[src/rtl/instr_fetch_unit.sv]
// instr_fetch_unit: sequential instruction fetch with credit-limited requests, in-order buffer and redirect flush
module instr_fetch_unit #(
  parameter logic [31:0] RESET_PC = 32'h0000_0000,
  parameter int FIFO_DEPTH = 2
) (
  input  logic        clk,
  input  logic        rst,
  output logic        imem_req,
  output logic [31:0] imem_addr,
  input  logic        imem_gnt,
  input  logic        imem_rvalid,
  input  logic [31:0] imem_rdata,
  input  logic        redirect_valid,
  input  logic [31:0] redirect_pc,
  output logic        instr_valid,
  input  logic        instr_ready,
  output logic [31:0] instr,
  output logic [31:0] instr_pc
);
  localparam int AW = $clog2(FIFO_DEPTH);
  localparam int CW = AW + 1;
  localparam int SW = CW + 1;
  logic [31:0] fetch_pc, resp_pc, target;
  logic [CW-1:0] outstanding, drop_cnt, count;
  logic [AW-1:0] rd_ptr, wr_ptr;
  logic [31:0] data_mem [FIFO_DEPTH];
  logic [31:0] pc_mem [FIFO_DEPTH];
  logic gnt, rv, push, pop;
  assign target = redirect_pc & 32'hFFFF_FFFC;
  assign imem_addr = fetch_pc & 32'hFFFF_FFFC;
  // credits cover buffered plus in-flight words so every kept response has a slot
  assign imem_req = rst && !redirect_valid && (({1'b0, outstanding} + {1'b0, count}) < SW'(FIFO_DEPTH));
  assign instr_valid = count != '0;
  assign instr = data_mem[rd_ptr];
  assign instr_pc = pc_mem[rd_ptr];
  assign gnt = imem_req && imem_gnt;
  assign rv = imem_rvalid && outstanding != '0;
  assign push = rv && drop_cnt == '0 && !redirect_valid;
  assign pop = instr_valid && instr_ready && !redirect_valid;
  always_ff @(posedge clk) begin
    if (!rst) begin
      fetch_pc <= RESET_PC;
      resp_pc <= RESET_PC;
      outstanding <= '0;
      drop_cnt <= '0;
      count <= '0;
      rd_ptr <= '0;
      wr_ptr <= '0;
      for (int i = 0; i < FIFO_DEPTH; i++) begin
        data_mem[i] <= '0;
        pc_mem[i] <= '0;
      end
    end else begin
      outstanding <= outstanding + CW'(gnt) - CW'(rv);
      if (redirect_valid) begin
        fetch_pc <= target;
        resp_pc <= target;
        drop_cnt <= outstanding - CW'(rv);
        count <= '0;
        rd_ptr <= '0;
        wr_ptr <= '0;
      end else begin
        if (gnt) fetch_pc <= fetch_pc + 32'd4;
        if (rv && drop_cnt != '0) drop_cnt <= drop_cnt - CW'(1);
        if (push) begin
          data_mem[wr_ptr] <= imem_rdata;
          pc_mem[wr_ptr] <= resp_pc;
          wr_ptr <= wr_ptr + AW'(1);
          resp_pc <= resp_pc + 32'd4;
        end
        if (pop) rd_ptr <= rd_ptr + AW'(1);
        count <= count + CW'(push) - CW'(pop);
      end
    end
  end
endmodule

[config.mk]
export PLATFORM = sky130hd
export DESIGN_NAME = instr_fetch_unit
export DESIGN_NICKNAME = d
export VERILOG_FILES = /design/src/rtl/instr_fetch_unit.sv
export SDC_FILE = /design/constraint.sdc
export NUM_CORES = 1
export LEC_CHECK = 0
export BUFFER_PORTS_ARGS = -buffer_cell sky130_fd_sc_hd__buf_2
export CORE_MARGIN = 8
export CORE_UTILIZATION = 40
export DETAILED_ROUTE_END_ITERATION = 10
export SYNTH_ARGS = -nofsm -noshare
export SYNTH_HDL_FRONTEND = slang
export SYNTH_SLANG_ARGS = --single-unit
[constraint.sdc]
create_clock -name clk -period 10.25 [get_ports clk]
set_clock_uncertainty 0.2 [all_clocks]
set_input_delay 1.025 -clock clk [delete_from_list [all_inputs] [get_ports clk]]
set_output_delay 1.025 -clock clk [all_outputs]
set_load 0.1 [all_outputs]
==> impl_metrics.json, run 1 <==
{
  "outcome": "finished, final reports clean",
  "finalHoldViolations": 0,
  "tns_ps": 0,
  "setup-violations-final": 0,
  "layoutNonFillerInstCount": 1232,
  "area_growth_pct": 17.9,
  "finalCriticalPeriod_ps": 3830,
  "overflow": 0,
  "cts_made_buffers": 17,
  "die_y_um": 167,
  "cts.clk_slew.worst_paths_ps": 70,
  "diodes": 0,
  "seq_area_frac_synth_pct": 56.1,
  "cts.sinks": 193,
  "async_reset_ff_share_pct": 0,
  "cap_violations": 0,
  "synthFlopType": "edfxtp_1",
  "ys_types": 53,
  "track_usage_pct": 15.8,
  "yosys.area.top_type": "edfxtp_1",
  "end_kind": "flip-flop",
  "synth_common_cells": "124 x edfxtp_1, 69 x dfxtp_1, 68 x and3_1",
  "h-tree-depth": 4,
  "finalCritPeriodShare_pct": 37.3,
  "rsz0062_at_grt": "false",
  "core_mm2": 0.0225,
  "rows": 55,
  "ant_nets": 0,
  "postCtsSetupBuffers": 0,
  "drive_gt1_share_pct": 30.2,
  "fin_nets": 1013,
  "cp_max_fo": 63,
  "placed_cells": 1200,
  "cts_root_buf": "clkbuf_16",
  "synth_most_common_cell": "edfxtp_1",
  "grt_pass1_wl_um": 35300,
  "avgSynthCellArea_um2": 11.4,
  "r2r_setup_slack_ps": 7020,
  "dr_total_vias": 6441,
  "synth.area.top_cells": "edfxtp_1 41%, dfxtp_1 15%, mux2_2 7.7%",
  "synth_top_area_share_pct": 40.9,
  "fp.dieW_um": 167,
  "n_fill_cell": 2090,
  "p_leak_nw": 4.39,
  "ios": 168,
  "syn_inst": 797,
  "cp.arrival_ps": 3680,
  "irDropWorstVdd_uv": 105,
  "clockBufferDepth": 2,
  "port_buffers": 161,
  "drt_iter0_drc": 390,
  "wl_per_cell_um": 18.1,
  "routed_wl_um": 22300,
  "drt_pass1_iterations": 4,
  "cts_tree": "done",
  "drc": 0,
  "grt_max_degree": 85,
  "synth-edff-count": 124,
  "slew_viol_final": 0,
  "max_slew_margin_pct": 42.1,
  "required_ps": 10110,
  "post_cts_resized": 0,
  "initial_utilization_pct": 40.4,
  "place_congestion": 0.821,
  "antenna_found_initial": 0,
  "hold_buffers": 0,
  "clk-insertion-delay-late_ps": 430,
  "start_kind": "primary input",
  "hpwl_um": 14500,
  "worstHoldPathType": "reg2reg",
  "ys_seq_elements": 193,
  "fin_total_pwr_mw": 2.14,
  "worst_pin_slew_ps": 869,
  "synth_area_mm2": 0.00910,
  "first_global_vias": 6444,
  "critical_path_class": "in2reg",
  "clock.fmax_ghz": 0.261,
  "yosysWarnings": 0,
  "viasPerCell": 5.23,
  "powerDensity_mw_per_mm2": 199,
  "die-area_mm2": 0.0278
}
==> final cells by class <==
| type | instances | area, um2 | share of cell area [%] |
|---|---|---|---|
| clock buffers | 17 | 425 | 3.97 |
| clock inverters | 15 | 171 | 1.60 |
| inverters | 17 | 66.3 | 0.618 |
| multi-input cells | 534 | 3720 | 34.7 |
| flip-flops and latches | 193 | 5110 | 47.6 |
| well taps | 285 | 357 | 3.32 |
| repair buffers | 171 | 881 | 8.21 |
==> power breakdown <==
part	total [mW]	internal [mW]	switching, mW
Sequential	0.931	0.891	0.0396
Clock	0.675	0.367	0.308
Combinational	0.533	0.108	0.426
==> state kept, by name, summed over array words and instances, names as in the netlist, named ones only <==
signal	flops
count	2
data_mem	64
drop_cnt	2
fetch_pc	30
outstanding	2
pc_mem	60
rd_ptr	1
resp_pc	30
wr_ptr	1
==> metrics by stage <==
step | instance area [um2] | hold slack [ps] | setup WS, ps | utilization [%]
2_1_floorplan | 9110 | 272 | 3480 | -
3_3_place_gp | 10100 | 285 | 5970 | 45.0
6_report | 10700 | 313 | 6420 | 47.7
3_5_place_dp | 10100 | 294 | 5930 | 45.0
4_1_cts | 10700 | 318 | 6380 | 47.7
5_1_grt | 10700 | 351 | 6170 | 47.7
==> path summary, 6_finish.rpt <==
path | from | endpoint | cells past startpoint
hold reg to reg | rd_ptr | rd_ptr | 2
setup / recovery | rst | pc_mem[1][21] | 8
setup reg to reg | outstanding[0] | fetch_pc[15] | 8
hold / removal | rd_ptr | rd_ptr | 2
==> critical path, stage by stage <==
cell	delay, ps
buf_2	70
buf_4	330
nand2b_1	400
buf_4	310
nor2_4	100
buf_4	500
a21o_2	220
buf_4	660
==> cells in the final DEF (no fill, tap or decap), types with 10 or more instances in the layout <==
| cell | n |
|---|---|
| nor3_1 | 16 |
| dfxtp_1 | 67 |
| inv_1 | 15 |
| nand3_1 | 22 |
| clkbuf_16 | 17 |
| o21ai_0 | 33 |
| xor2_1 | 18 |
| buf_4 | 10 |
| a21oi_1 | 51 |
| buf_2 | 161 |
| nand2_1 | 36 |
| and2_1 | 65 |
| and3_1 | 68 |
| xnor2_1 | 38 |
| nor4_1 | 15 |
| nor2_1 | 17 |
| nand4_1 | 17 |
| mux2_2 | 62 |
| edfxtp_1 | 124 |
==> logic make-up (layout without fill, tap and decap cells) <==
group	count (synthesis)	after routing	share of synthesized area, %
and+or+nand+nor	288	288	18.8
xor gates and xnor gates	56	56	5.39
other	1	4	0.0412
buffers and inverters	73	220	3.38
muxes	64	64	7.92
DFF	193	193	56.1
AOI/OAI and AO/OA	113	113	7.01
adders and majority gates	9	9	1.32
==> metal layers <==
layer | part of all wire, % | routed length [um] | global-route usage [%] | up-vias
met2 | 44 | 9820 | 24.3 | 201
met1 | 49 | 10900 | 21.8 | 3043
li1 | - | - | - | 3180
met3 | 6.0 | 1330 | 4.11 | 17
met4 | 1.2 | 264 | 4.27 | 0
met5 | 0 | 0 | 0 | -
(Power assumes the default switching activity.)
==> inputs of run 2 (changes only) <==
==> constraint.sdc (replaced) <==
create_clock -name clk -period 3.6 [get_ports clk]
set_clock_uncertainty 0.2 [all_clocks]
set_input_delay 0.36 -clock clk [delete_from_list [all_inputs] [get_ports clk]]
set_output_delay 0.36 -clock clk [all_outputs]
set_load 0.1 [all_outputs]
==> run 2 against run 1 <==
Compared with the run above: total power increased to 2.9 times the previous value; cell area increased by 1.2%; count of clock-buffer cells in the layout increased by 2; critical path type is now reg2reg; non-clock buffer count increased by 9; core utilization increased by 0.57 points; clock power increased to 2.8 times the previous value.
==> impl_metrics.json, run 2 (same netlist as run 1, synthesis figures left out) <==
{
  "slew_viol_final": 0,
  "setup-violations-final": 0,
  "top_regs": "data_mem (64), pc_mem (60)",
  "cts_made_buffers": 17,
  "fin_nets": 1022,
  "hold_slack_ps": 20.2,
  "crit_path_start": "outstanding[0]",
  "rsz0062_at_grt": "false",
  "cts_root_buf": "clkbuf_16",
  "grt_max_degree": 85,
  "diodes": 0,
  "grt.met2_usage_pct": 25.2,
  "clkPwrFrac_pct": 31.3,
  "top_usage_layer": "met2",
  "p_int_mw": 3.96,
  "start_kind": "flip-flop",
  "die_y_um": 167,
  "end_kind": "flip-flop",
  "dr_total_vias": 6517,
  "holdPathStages": 2,
  "area_growth_pct": 19.3,
  "drc": 0,
  "worstHoldPathType": "in2reg",
  "finalCriticalPeriod_ps": 2970,
  "drt_pass1_iterations": 8,
  "overflow": 0,
  "port_buffers": 161,
  "critical_path_class": "reg2reg",
  "cts.clk_slew.worst_paths_ps": 70,
  "p_leak_nw": 4.45,
  "first_global_vias": 6448,
  "clock.fmax_ghz": 0.337,
  "largest-register": "data_mem",
  "powerDensity_mw_per_mm2": 564,
  "rows": 55,
  "cp.arrival_ps": 3120,
  "viasPerCell": 5.25,
  "cts.sinks": 193,
  "final_common_cell": "buf_2",
  "hpwl_um": 15200,
  "drive_gt1_share_pct": 30.0,
  "seq_power_share_pct": 43.5,
  "cts_tree": "done",
  "r2r_setup_slack_ps": 630,
  "cp_max_fo": 18,
  "clockBufferDepth": 2,
  "antenna_found_initial": 0,
  "routed_wl_um": 22700,
  "finalCritPeriodShare_pct": 82.5,
  "ff2ff_path_depth": 8,
  "hold_path_end": "data_mem[0][7]",
  "r2r_end": "fetch_pc[15]",
  "use_met3_pct": 4.35,
  "wl_per_cell_um": 18.3,
  "grt_pass1_wl_um": 35900,
  "drt_iter0_drc": 458,
  "place_congestion": 0.813,
  "design_area_mm2": 0.0109,
  "irDropWorstVdd_uv": 293,
  "outcome": "finished, final reports clean",
  "pwr-share-comb_pct": 25.1,
  "fp.dieW_um": 167,
  "mostFrequentLayoutCells": "161 x buf_2, 124 x edfxtp_1, 68 x and3_1",
  "die-area_mm2": 0.0278,
  "postCtsSetupBuffers": 0,
  "placed_cell_area_mm2": 0.0102,
  "required_ps": 3750,
  "worst_pin_slew_ps": 641,
  "max_slew_margin_pct": 57.2,
  "ios": 168,
  "clk-insertion-delay-late_ps": 430,
  "use_met1_pct": 21.9,
  "h-tree-depth": 4,
  "tns_ps": 0,
  "cap_violations": 0,
  "switching_share_pct": 35.3,
  "ant_nets": 0,
  "finalHoldViolations": 0,
  "reg2reg_from": "outstanding[0]",
  "track_usage_pct": 16.1,
  "core_mm2": 0.0225,
  "largest_reg_flops": 64,
  "switchingPower_mw": 2.16,
  "initial_utilization_pct": 40.4,
  "min_from": "imem_rdata[7]"
}
==> run 2: power groups by stage <==
stage          sequential, mW  combinational (mW)  clock (mW)
6_report                 2.66                1.54        1.92
5_1_grt                  2.69                1.62        2.04
3_3_place_gp             2.70                1.54           0
4_1_cts                  2.66                1.55        1.95
3_5_place_dp             2.71                1.54           0
2_1_floorplan            2.84                1.09           0
==> run 2: cell type report <==
| class | count | area [um2] |
|---|---|---|
| fillers | 2067 | 11600 |
| flip-flops and latches | 193 | 5110 |
| multi-input cells | 534 | 3730 |
| repair buffers | 180 | 1010 |
| clock buffers | 19 | 433 |
| well taps | 285 | 357 |
| clock inverters | 13 | 159 |
| inverters | 17 | 66.3 |
==> run 2: per-stage QoR <==
step / worst slack [ps] / utilization (%) / instances / total power, mW
global placement: 701 / 45.4 / 1205 / 4.24
CTS: 627 / 48.2 / 1241 / 6.17
floorplan: 328 / - / 800 / 3.92
detailed placement: 685 / 45.4 / 1205 / 4.26
finish: 631 / 48.2 / 1241 / 6.12
global route: 516 / 48.2 / 1241 / 6.35
==> run 2: per-layer routing <==
metal,vias to the layer above,wire (um)
li1,3195,-
met1,3090,10700
met2,220,10300
met3,12,1500
met4,0,169
met5,-,0
==> run 2: worst max-delay path by stage <==
stage                      to  slack [ps]
4_1_cts          fetch_pc[15]         630
2_1_floorplan  data_mem[1][0]         330
3_3_place_gp   outstanding[1]         700
6_report         fetch_pc[15]         630
3_5_place_dp     fetch_pc[15]         680
5_1_grt        outstanding[1]         520
==> run 2: worst max-delay path, cell delays in order, from the launching register on <==
cell	delay (ps)
dfxtp_1	430
and2_1	170
fa_1	460
or3b_1	500
nor2_8	190
inv_4	120
nor4_1	330
mux2_1	350
a21oi_1	140
==> run 2: timing repair <==
| item | CTS | global route |
|---|---|---|
| endpoints found under the setup margin | 0 | 0 |
| resized for setup | 0 | 0 |
| hold buffers | 4 | 0 |
| endpoints found under the hold margin | 4 | 0 |
